<file path="config.mk">
export PLATFORM = sky130hd
export DESIGN_NAME = ring_monitor_6bit
export DESIGN_NICKNAME = d
export VERILOG_FILES = /design/src/rtl/ring_monitor_6bit.sv
export SDC_FILE = /design/constraint.sdc
export NUM_CORES = 1
export LEC_CHECK = 0
export BUFFER_PORTS_ARGS = -buffer_cell sky130_fd_sc_hd__buf_2
export CAP_MARGIN = 15
export CORE_UTILIZATION = 55
export DETAILED_ROUTE_END_ITERATION = 8
export PLACE_DENSITY = 0.82
export SYNTH_ARGS = -nofsm -noshare
export SYNTH_HDL_FRONTEND = slang
export SYNTH_SLANG_ARGS = --single-unit
export TNS_END_PERCENT = 100
</file>
<file path="constraint.sdc">
create_clock -name clk -period 4.69 [get_ports clk]
set_clock_uncertainty 0.05 [all_clocks]
set_input_delay 0.469 -clock clk [delete_from_list [all_inputs] [get_ports clk]]
set_output_delay 0.469 -clock clk [all_outputs]
set_load 0.03 [all_outputs]
</file>
<file path="src/rtl/ring_monitor_6bit.sv">
// Receive-side checker for a 6-bit right-rotating one-hot ring: tracks token position,
// counts revolutions and latches a coded error. Define RING_MON_REV_COUNT_EN to build rev_count/rev_wrap.
module ring_monitor_6bit #(
    parameter int REV_W = 8
) (
    input  logic             clk,
    input  logic             clear_n,
    input  logic [5:0]       ring_in,
    input  logic             en,
    input  logic             ack_err,
    output logic [2:0]       pos,
    output logic             pos_valid,
    output logic [REV_W-1:0] rev_count,
    output logic             rev_wrap,
    output logic             err,
    output logic [1:0]       err_code
);
    typedef enum logic [1:0] {
        ST_SEARCH = 2'd0,
        ST_LOCKED = 2'd1,
        ST_ERROR  = 2'd2
    } state_t;

    state_t     state_q, state_d;
    logic [5:0] last_q, last_d;
    logic [2:0] pos_q, pos_d;
    logic       pos_valid_q, pos_valid_d;
    logic       err_q, err_d;
    logic [1:0] err_code_q, err_code_d;

    logic [5:0] exp_ring;
    logic       is_zero;
    logic       is_multi;
    logic [2:0] ring_idx;

    assign exp_ring = {last_q[0], last_q[5:1]};
    assign is_zero  = (ring_in == 6'd0);
    assign is_multi = ((ring_in & (ring_in - 6'd1)) != 6'd0);

    always_comb begin
        ring_idx = 3'd0;
        for (int i = 0; i < 6; i++) begin
            if (ring_in[i]) ring_idx = 3'(i);
        end
    end

    always_comb begin
        state_d     = state_q;
        last_d      = ring_in;
        pos_d       = pos_q;
        pos_valid_d = pos_valid_q;
        err_d       = err_q;
        err_code_d  = err_code_q;
        unique case (state_q)
            ST_SEARCH: begin
                if (is_multi) begin
                    state_d     = ST_ERROR;
                    err_d       = 1'b1;
                    err_code_d  = 2'b01;
                    pos_valid_d = 1'b0;
                end else if (!is_zero) begin
                    state_d     = ST_LOCKED;
                    pos_d       = ring_idx;
                    pos_valid_d = 1'b1;
                end
            end
            ST_LOCKED: begin
                // 000001 is always a resync; the legal 000010->000001 step has the same effect
                if (is_zero) begin
                    state_d     = ST_SEARCH;
                    pos_valid_d = 1'b0;
                end else if (ring_in == 6'b000001) begin
                    pos_d = 3'd0;
                end else if (is_multi) begin
                    state_d     = ST_ERROR;
                    err_d       = 1'b1;
                    err_code_d  = 2'b01;
                    pos_valid_d = 1'b0;
                end else if (!en && ring_in != last_q) begin
                    state_d     = ST_ERROR;
                    err_d       = 1'b1;
                    err_code_d  = 2'b11;
                    pos_valid_d = 1'b0;
                end else if (!en) begin
                    pos_d = pos_q;
                end else if (ring_in == exp_ring) begin
                    pos_d = ring_idx;
                end else if (ring_in != last_q) begin
                    state_d     = ST_ERROR;
                    err_d       = 1'b1;
                    err_code_d  = 2'b10;
                    pos_valid_d = 1'b0;
                end
            end
            default: begin
                last_d      = last_q;
                pos_valid_d = 1'b0;
                if (ack_err) begin
                    state_d    = ST_SEARCH;
                    err_d      = 1'b0;
                    err_code_d = 2'b00;
                    last_d     = ring_in;
                end
            end
        endcase
    end

    always_ff @(posedge clk or negedge clear_n) begin
        if (!clear_n) begin
            state_q     <= ST_SEARCH;
            last_q      <= 6'd0;
            pos_q       <= 3'd0;
            pos_valid_q <= 1'b0;
            err_q       <= 1'b0;
            err_code_q  <= 2'b00;
        end else begin
            state_q     <= state_d;
            last_q      <= last_d;
            pos_q       <= pos_d;
            pos_valid_q <= pos_valid_d;
            err_q       <= err_d;
            err_code_q  <= err_code_d;
        end
    end

    assign pos       = pos_q;
    assign pos_valid = pos_valid_q;
    assign err       = err_q;
    assign err_code  = err_code_q;

`ifdef RING_MON_REV_COUNT_EN
    logic [REV_W-1:0] rev_count_q, rev_count_d;
    logic             rev_wrap_q, rev_wrap_d;
    logic             rev_step;

    // A revolution completes on the legal 000001 -> 100000 step
    assign rev_step = (state_q == ST_LOCKED) && en &&
                      (last_q == 6'b000001) && (ring_in == 6'b100000);

    always_comb begin
        rev_count_d = rev_count_q + {{(REV_W-1){1'b0}}, rev_step};
        rev_wrap_d  = rev_step && (rev_count_q == {REV_W{1'b1}});
    end

    always_ff @(posedge clk or negedge clear_n) begin
        if (!clear_n) begin
            rev_count_q <= '0;
            rev_wrap_q  <= 1'b0;
        end else begin
            rev_count_q <= rev_count_d;
            rev_wrap_q  <= rev_wrap_d;
        end
    end

    assign rev_count = rev_count_q;
    assign rev_wrap  = rev_wrap_q;
`else
    assign rev_count = '0;
    assign rev_wrap  = 1'b0;
`endif
endmodule
</file>
# ---- Word level (Yosys, flattened, before mapping)
# Index checks and enable logic that the tools add are counted.
dict set report totals {
  register_bits 15
  input_bits 10
  output_inout_bits 16
  word_cells 95
}
dict set report classes {
  add_sub_neg 1
  n_eq_ne 21
  mux 53
  bitwise_logic 1
  n_reduce_logical 13
}
# op n
set op_table {}
lappend op_table {{$mux 3} 11}
lappend op_table {{$mux 2} 16}
lappend op_table {{$mux 1} 19}
lappend op_table {{$ne 3x3->1 const B} 6}
lappend op_table {{$ne 5x5->1 const B} 3}
lappend op_table {{$mux 6} 2}
lappend op_table {{$ne 4x4->1 const B} 3}
lappend op_table {{$ne 2x2->1 const B} 5}
lappend op_table {{$pmux 2 s2} 2}
lappend op_table {{$reduce_and 8->1} 1}
lappend op_table {{$reduce_and 7->1} 1}
lappend op_table {{$and 6x6->6} 1}
lappend op_table {{$eq 6x1->1 const B} 1}
lappend op_table {{$eq 6x6->1} 1}
lappend op_table {{$logic_not 6->1} 1}
lappend op_table {{$ne 6x6->1} 1}
lappend op_table {{$pmux 3 s2} 1}
lappend op_table {{$reduce_and 6->1} 1}
lappend op_table {{$reduce_bool 6->1} 1}
lappend op_table {{$sub 6x1->6 const B} 1}
lappend op_table {{$reduce_and 5->1} 1}
lappend op_table {{$pmux 1 s2} 2}
lappend op_table {{$reduce_bool 2->1} 2}
lappend op_table {{$reduce_bool 3->1} 1}
lappend op_table {{other kinds (5)} 5}

# ---- Longest topological paths before layout
dict set report logic_depth {
  depth_word 12
  depth_mapped 7
  depth_no_buf 6
}

# ---- Worst setup path before layout
# Ideal clock, no wire load.
dict set report synth_path {
  kind {input -> register}
  start {input port ring_in[3]}
  end {register err_code_q[0], in the netlist err_code[0]}
  setup_ns 0.125
  arrival_time_ns 2.026
  t_required_ns 4.515
  path_slack_ns 2.489
  path_stages 7
  n_path_buf 1
  cell_sequence {buf_4 or4_1 o31a_1 a21o_1 o211ai_2 o2bb2a_4 mux2_4}
}
dict set report synth_between {
  elab_chain_len 7
  elab_cells_between_ends 20
  classes_between {add/sub (1); eq/ne (9); mux (5); bitwise (1); reduce/logical (4)}
}
# element line
set synth_rtl {}
lappend synth_rtl {{start: declaration} 8} ;# input logic [5:0] ring_in,
lappend synth_rtl {{$sub 6x1->6 / $ne 6x6->1 (equally long branches)} {38, 79, 88}}
lappend synth_rtl {{$and 6x6->6 / $logic_and 1x1->1 (equally long branches)} {38, 79}}
lappend synth_rtl {{$reduce_bool 6->1 / $mux 2 (equally long branches)} {38, 79}}
lappend synth_rtl {{$mux 2} 74} ;# end else if (is_multi) begin
lappend synth_rtl {{$mux 2} 72} ;# end else if (ring_in == 6'b000001) begin
lappend synth_rtl {{$mux 2} 69} ;# if (is_zero) begin
lappend synth_rtl {{$pmux 2 s2} 54} ;# unique case (state_q)
lappend synth_rtl {{end signal: assignment} 122} ;# err_code_q <= err_code_d;
lappend synth_rtl {{end: declaration} 29} ;# logic [1:0] err_code_q, err_code_d;
# Several ways; a longest one is shown, not always the timed one. The select of a mux whose other input is x is not followed.
# A chain may end at the register's enable or synchronous reset.

# ---- Worst setup path after layout
dict set report layout_path {
  start {register state_q[0]}
  end {register err_code_q[0], in the netlist err_code[0]}
}
dict set report layout_between {
  elab_chain_len 3
  elab_cells_between_ends 11
  classes_between {eq/ne (7); mux (1); reduce/logical (3)}
}
# element line
set layout_rtl {}
lappend layout_rtl {{start: declaration} 24} ;# state_t state_q, state_d;
lappend layout_rtl {{start signal: assignment} 117} ;# state_q <= state_d;
lappend layout_rtl {{$eq 2x1->1 / $logic_not 2->1 (equally long branches)} 54}
lappend layout_rtl {{$ne 4x4->1 (no line), or another cell as far along} n/a}
lappend layout_rtl {{$reduce_and 7->1 (no line)} n/a}
# Several ways; a longest one is shown, not always the timed one.

==> out/qor.txt <==
=================================================================================
Wire length after detailed routing                                        1980 µm
Portion of the post-synthesis area used by sequential elements             34.48%
Top fanout value on the critical path                                           9
Mapped cell area                                                         1089 µm²
Minimum period implied by the final worst setup slack                    2.201 ns
Fraction of synthesis flops using an asynchronous set or reset pin         100.0%
Outcome                                                              complete, no violations
Worst supply voltage drop on vdd                                         197.8 µV
Vias post-DR                                                                  854
Fin nets                                                                      138
Initial DRC Count                                                              17
Most used cells in the layout excluding fill and tap cells           sky130_fd_sc_hd__buf_2, sky130_fd_sc_hd__dfrtp_1, sky130_fd_sc_hd__xnor2_1
Worst hold-check path type                                           primary input to async pin
Cell area power density                                              355.4 nW/µm²
Final clock period utilization by the worst path                           46.93%
Vias per std cell                                                           5.618
Critical path capture point type                                         register
Headroom to the max-slew limit                                             61.41%
Unrepaired setup endpoints after global routing                             false
Post-detail-place hpwl                                                    1556 µm
Final GP Congestion                                                        0.8549
Total of flip-flops plus latches after synthesis                               15
Clock transition at the registers of the reported paths                   0.08 ns
Pins Over Slew Limit                                                            0
Pin count of the biggest net entering global routing                           16
Count of final setup violators                                                  0
Max frequency                                                           454.3 MHz
Antenna violations before repair                                                0
Worst Setup Path Type                                                register to register
Worst Path Arrival                                                        2.32 ns
Area of the die                                                          2161 µm²
Number of primary I/O pins                                                     26
Quantity of gates resized following cts                                         0
Internal cell power                                                     0.2485 mW
Top-area cell type share of the netlist area                               34.48%
Worst endpoint required time                                              4.81 ns
Number of global-route vias before repair                                     812
Die Span Y                                                               46.49 µm
Switching Power                                                         0.1579 mW
Count of input and output buffers                                              16
DRT antenna net count                                                           0
Aggregate global routing overflow                                               0
WL per Instance                                                          13.03 µm
Setup_tns                                                                    0 ns
Top area cells in the synthesized netlist                            sky130_fd_sc_hd__dfrtp_1, sky130_fd_sc_hd__xnor2_1, sky130_fd_sc_hd__buf_4
Clock latency at the later pin of the worst-skew pair                     0.28 ns
Fraction of power consumed by sequential logic                              43.9%
Gate count of the mapped netlist                                              116
Number of synthesized flops with an enable pin                                  0
Width of the chip                                                        46.49 µm
Leakage component of the power                                          0.4933 nW
Root cell of the clock tree                                          sky130_fd_sc_hd__clkbuf_4
First drt pass iteration count                                                  4
CTS H-Tree Depth                                                                1
Final cell area excluding filler cells                                   1144 µm²
Count of antenna diodes in the layout                                           0
Leading area contributor after synthesis                             sky130_fd_sc_hd__dfrtp_1
Tot GR Track Use                                                           21.93%
Share of layout cells above drive strength 1                               23.62%
Post-synthesis cell type count                                                 42
Setup repair bufs after CTS                                                     0
Syn avg cell area                                                       9.384 µm²
Number of buffers on the longest clock path                                     2
Fraction of power consumed by the clock network                             17.9%
Maximum capacitance violations                                                  0
Measured slew at the worst slew-check pin                               0.5768 ns
Synth Flop Type                                                      sky130_fd_sc_hd__dfrtp_1
Number of remaining DRC errors                                                  0
Global-route wire length before repair                                    3346 µm
Count of standard-cell rows                                                    15
Post-cts hold buffer count                                                      0
Initial core utilization                                                   61.05%
TritonCTS sink count                                                           15
Setup crit start kind                                                    register
Clock tree from TritonCTS                                                    done
Number of warnings reported in the yosys synthesis log                          0
DP Area                                                                  1117 µm²
Most common cell after layout, fill and taps aside                   sky130_fd_sc_hd__buf_2
Number of clock buffers inserted by TritonCTS                                   3
Final Hold Viols                                                                0
Core region area                                                         1783 µm²
Logic gate share of total power                                             38.3%
Area grow syn2layout                                                       5.058%
Switch share                                                               38.86%
=================================================================================
registers in the layout, summed over array words and instances (netlist names):
signal and flops:
err_code 2, err 1, pos 3, state_q 2, pos_valid 1, last_q 6
final timing paths:
kind	slack [ns]	from	endpoint	cells after the start
hold / removal	0.02	clear_n	last_q[3]$_DFFE_PN0P_	1
setup reg to reg	2.49	state_q[0]$_DFFE_PN0P_	err_code[0]$_DFFE_PN0P_	6
min in group clk	0.45	err$_DFFE_PN0P_	err$_DFFE_PN0P_	1
setup / recovery	2.49	state_q[0]$_DFFE_PN0P_	err_code[0]$_DFFE_PN0P_	6
max in group asynchronous	4.32	clear_n	state_q[1]$_DFFE_PN0P_	1
hold reg to reg	0.45	err$_DFFE_PN0P_	err$_DFFE_PN0P_	1
Yosys cell counts, types with 2 or more instances:
cell and number:
sky130_fd_sc_hd__nor2_1 7, sky130_fd_sc_hd__dfrtp_1 15, sky130_fd_sc_hd__o21ai_0 4, sky130_fd_sc_hd__o211ai_1 2, sky130_fd_sc_hd__a21oi_1 4, sky130_fd_sc_hd__mux2i_1 2, sky130_fd_sc_hd__buf_4 10, sky130_fd_sc_hd__buf_2 3
sky130_fd_sc_hd__nand4_1 3, sky130_fd_sc_hd__nand2_1 8, sky130_fd_sc_hd__xor2_1 2, sky130_fd_sc_hd__clkbuf_1 3, sky130_fd_sc_hd__inv_1 7, sky130_fd_sc_hd__xnor2_1 12, sky130_fd_sc_hd__o32ai_1 3, sky130_fd_sc_hd__mux2_2 5
through the flow:
stage          power [mW]  setup WS (ns)  instances  hold WS [ns]  utilization [%]
6_report           0.4064          2.489        152       0.02140            64.14
5_1_grt            0.4370          2.328        152       0.02532            64.14
4_1_cts            0.4099          2.502        152       0.02397            64.14
3_5_place_dp       0.3367          2.408        148        0.3395            62.67
3_3_place_gp       0.3313          2.431        148        0.3393            62.67
2_1_floorplan      0.3053          2.489        124        0.1234                -
critical path: stages, from the launching register on:
cell,delay [ns]
sky130_fd_sc_hd__dfrtp_1,0.51
sky130_fd_sc_hd__nor2b_1,0.32
sky130_fd_sc_hd__nand2_1,0.12
sky130_fd_sc_hd__nor3_1,0.33
sky130_fd_sc_hd__a22oi_1,0.21
sky130_fd_sc_hd__o2bb2a_4,0.27
sky130_fd_sc_hd__mux2_4,0.29
layout make-up:
cell class                 instances  area [µm²]
clock buffer                       4       26.28
fill                             160       639.4
inverter                           7       26.28
multi-input combinational         85       604.3
sequential                        15       375.4
tap                               25       31.28
timing repair buffer              16       80.08
cell families (layout without fill, tap and decap cells):
kind of cell / Yosys count / in the layout / synth area share, %
AOI/OAI and AO/OA: 24 / 24 / 17.36
xor gates and xnor gates: 14 / 14 / 11.26
adders and majority gates: 1 / 1 / 0.9196
buffers and inverters: 24 / 27 / 12.76
DFF: 15 / 15 / 34.48
muxes: 8 / 8 / 8.390
other: 1 / 9 / 0.3445
and+or+nand+nor: 29 / 29 / 14.48
metal layers:
layer | part of all wire [%] | GRT usage, % | vias up
met5 | 0 | 0 | -
met4 | 0.15 | 1.765 | 0
met3 | 5.6 | 7.059 | 2
met2 | 51 | 40.83 | 33
met1 | 44 | 24.76 | 409
li1 | - | - | 410
power by group through the flow:
stage | logic, mW | clock network, mW | registers [mW]
after global placement | 0.152 | 0 | 0.179
after floorplan | 0.0959 | 0 | 0.209
after global routing | 0.171 | 0.0832 | 0.183
final | 0.155 | 0.0726 | 0.178
after detailed placement | 0.156 | 0 | 0.181
after CTS | 0.156 | 0.0752 | 0.178
(Power assumes the default switching activity.)
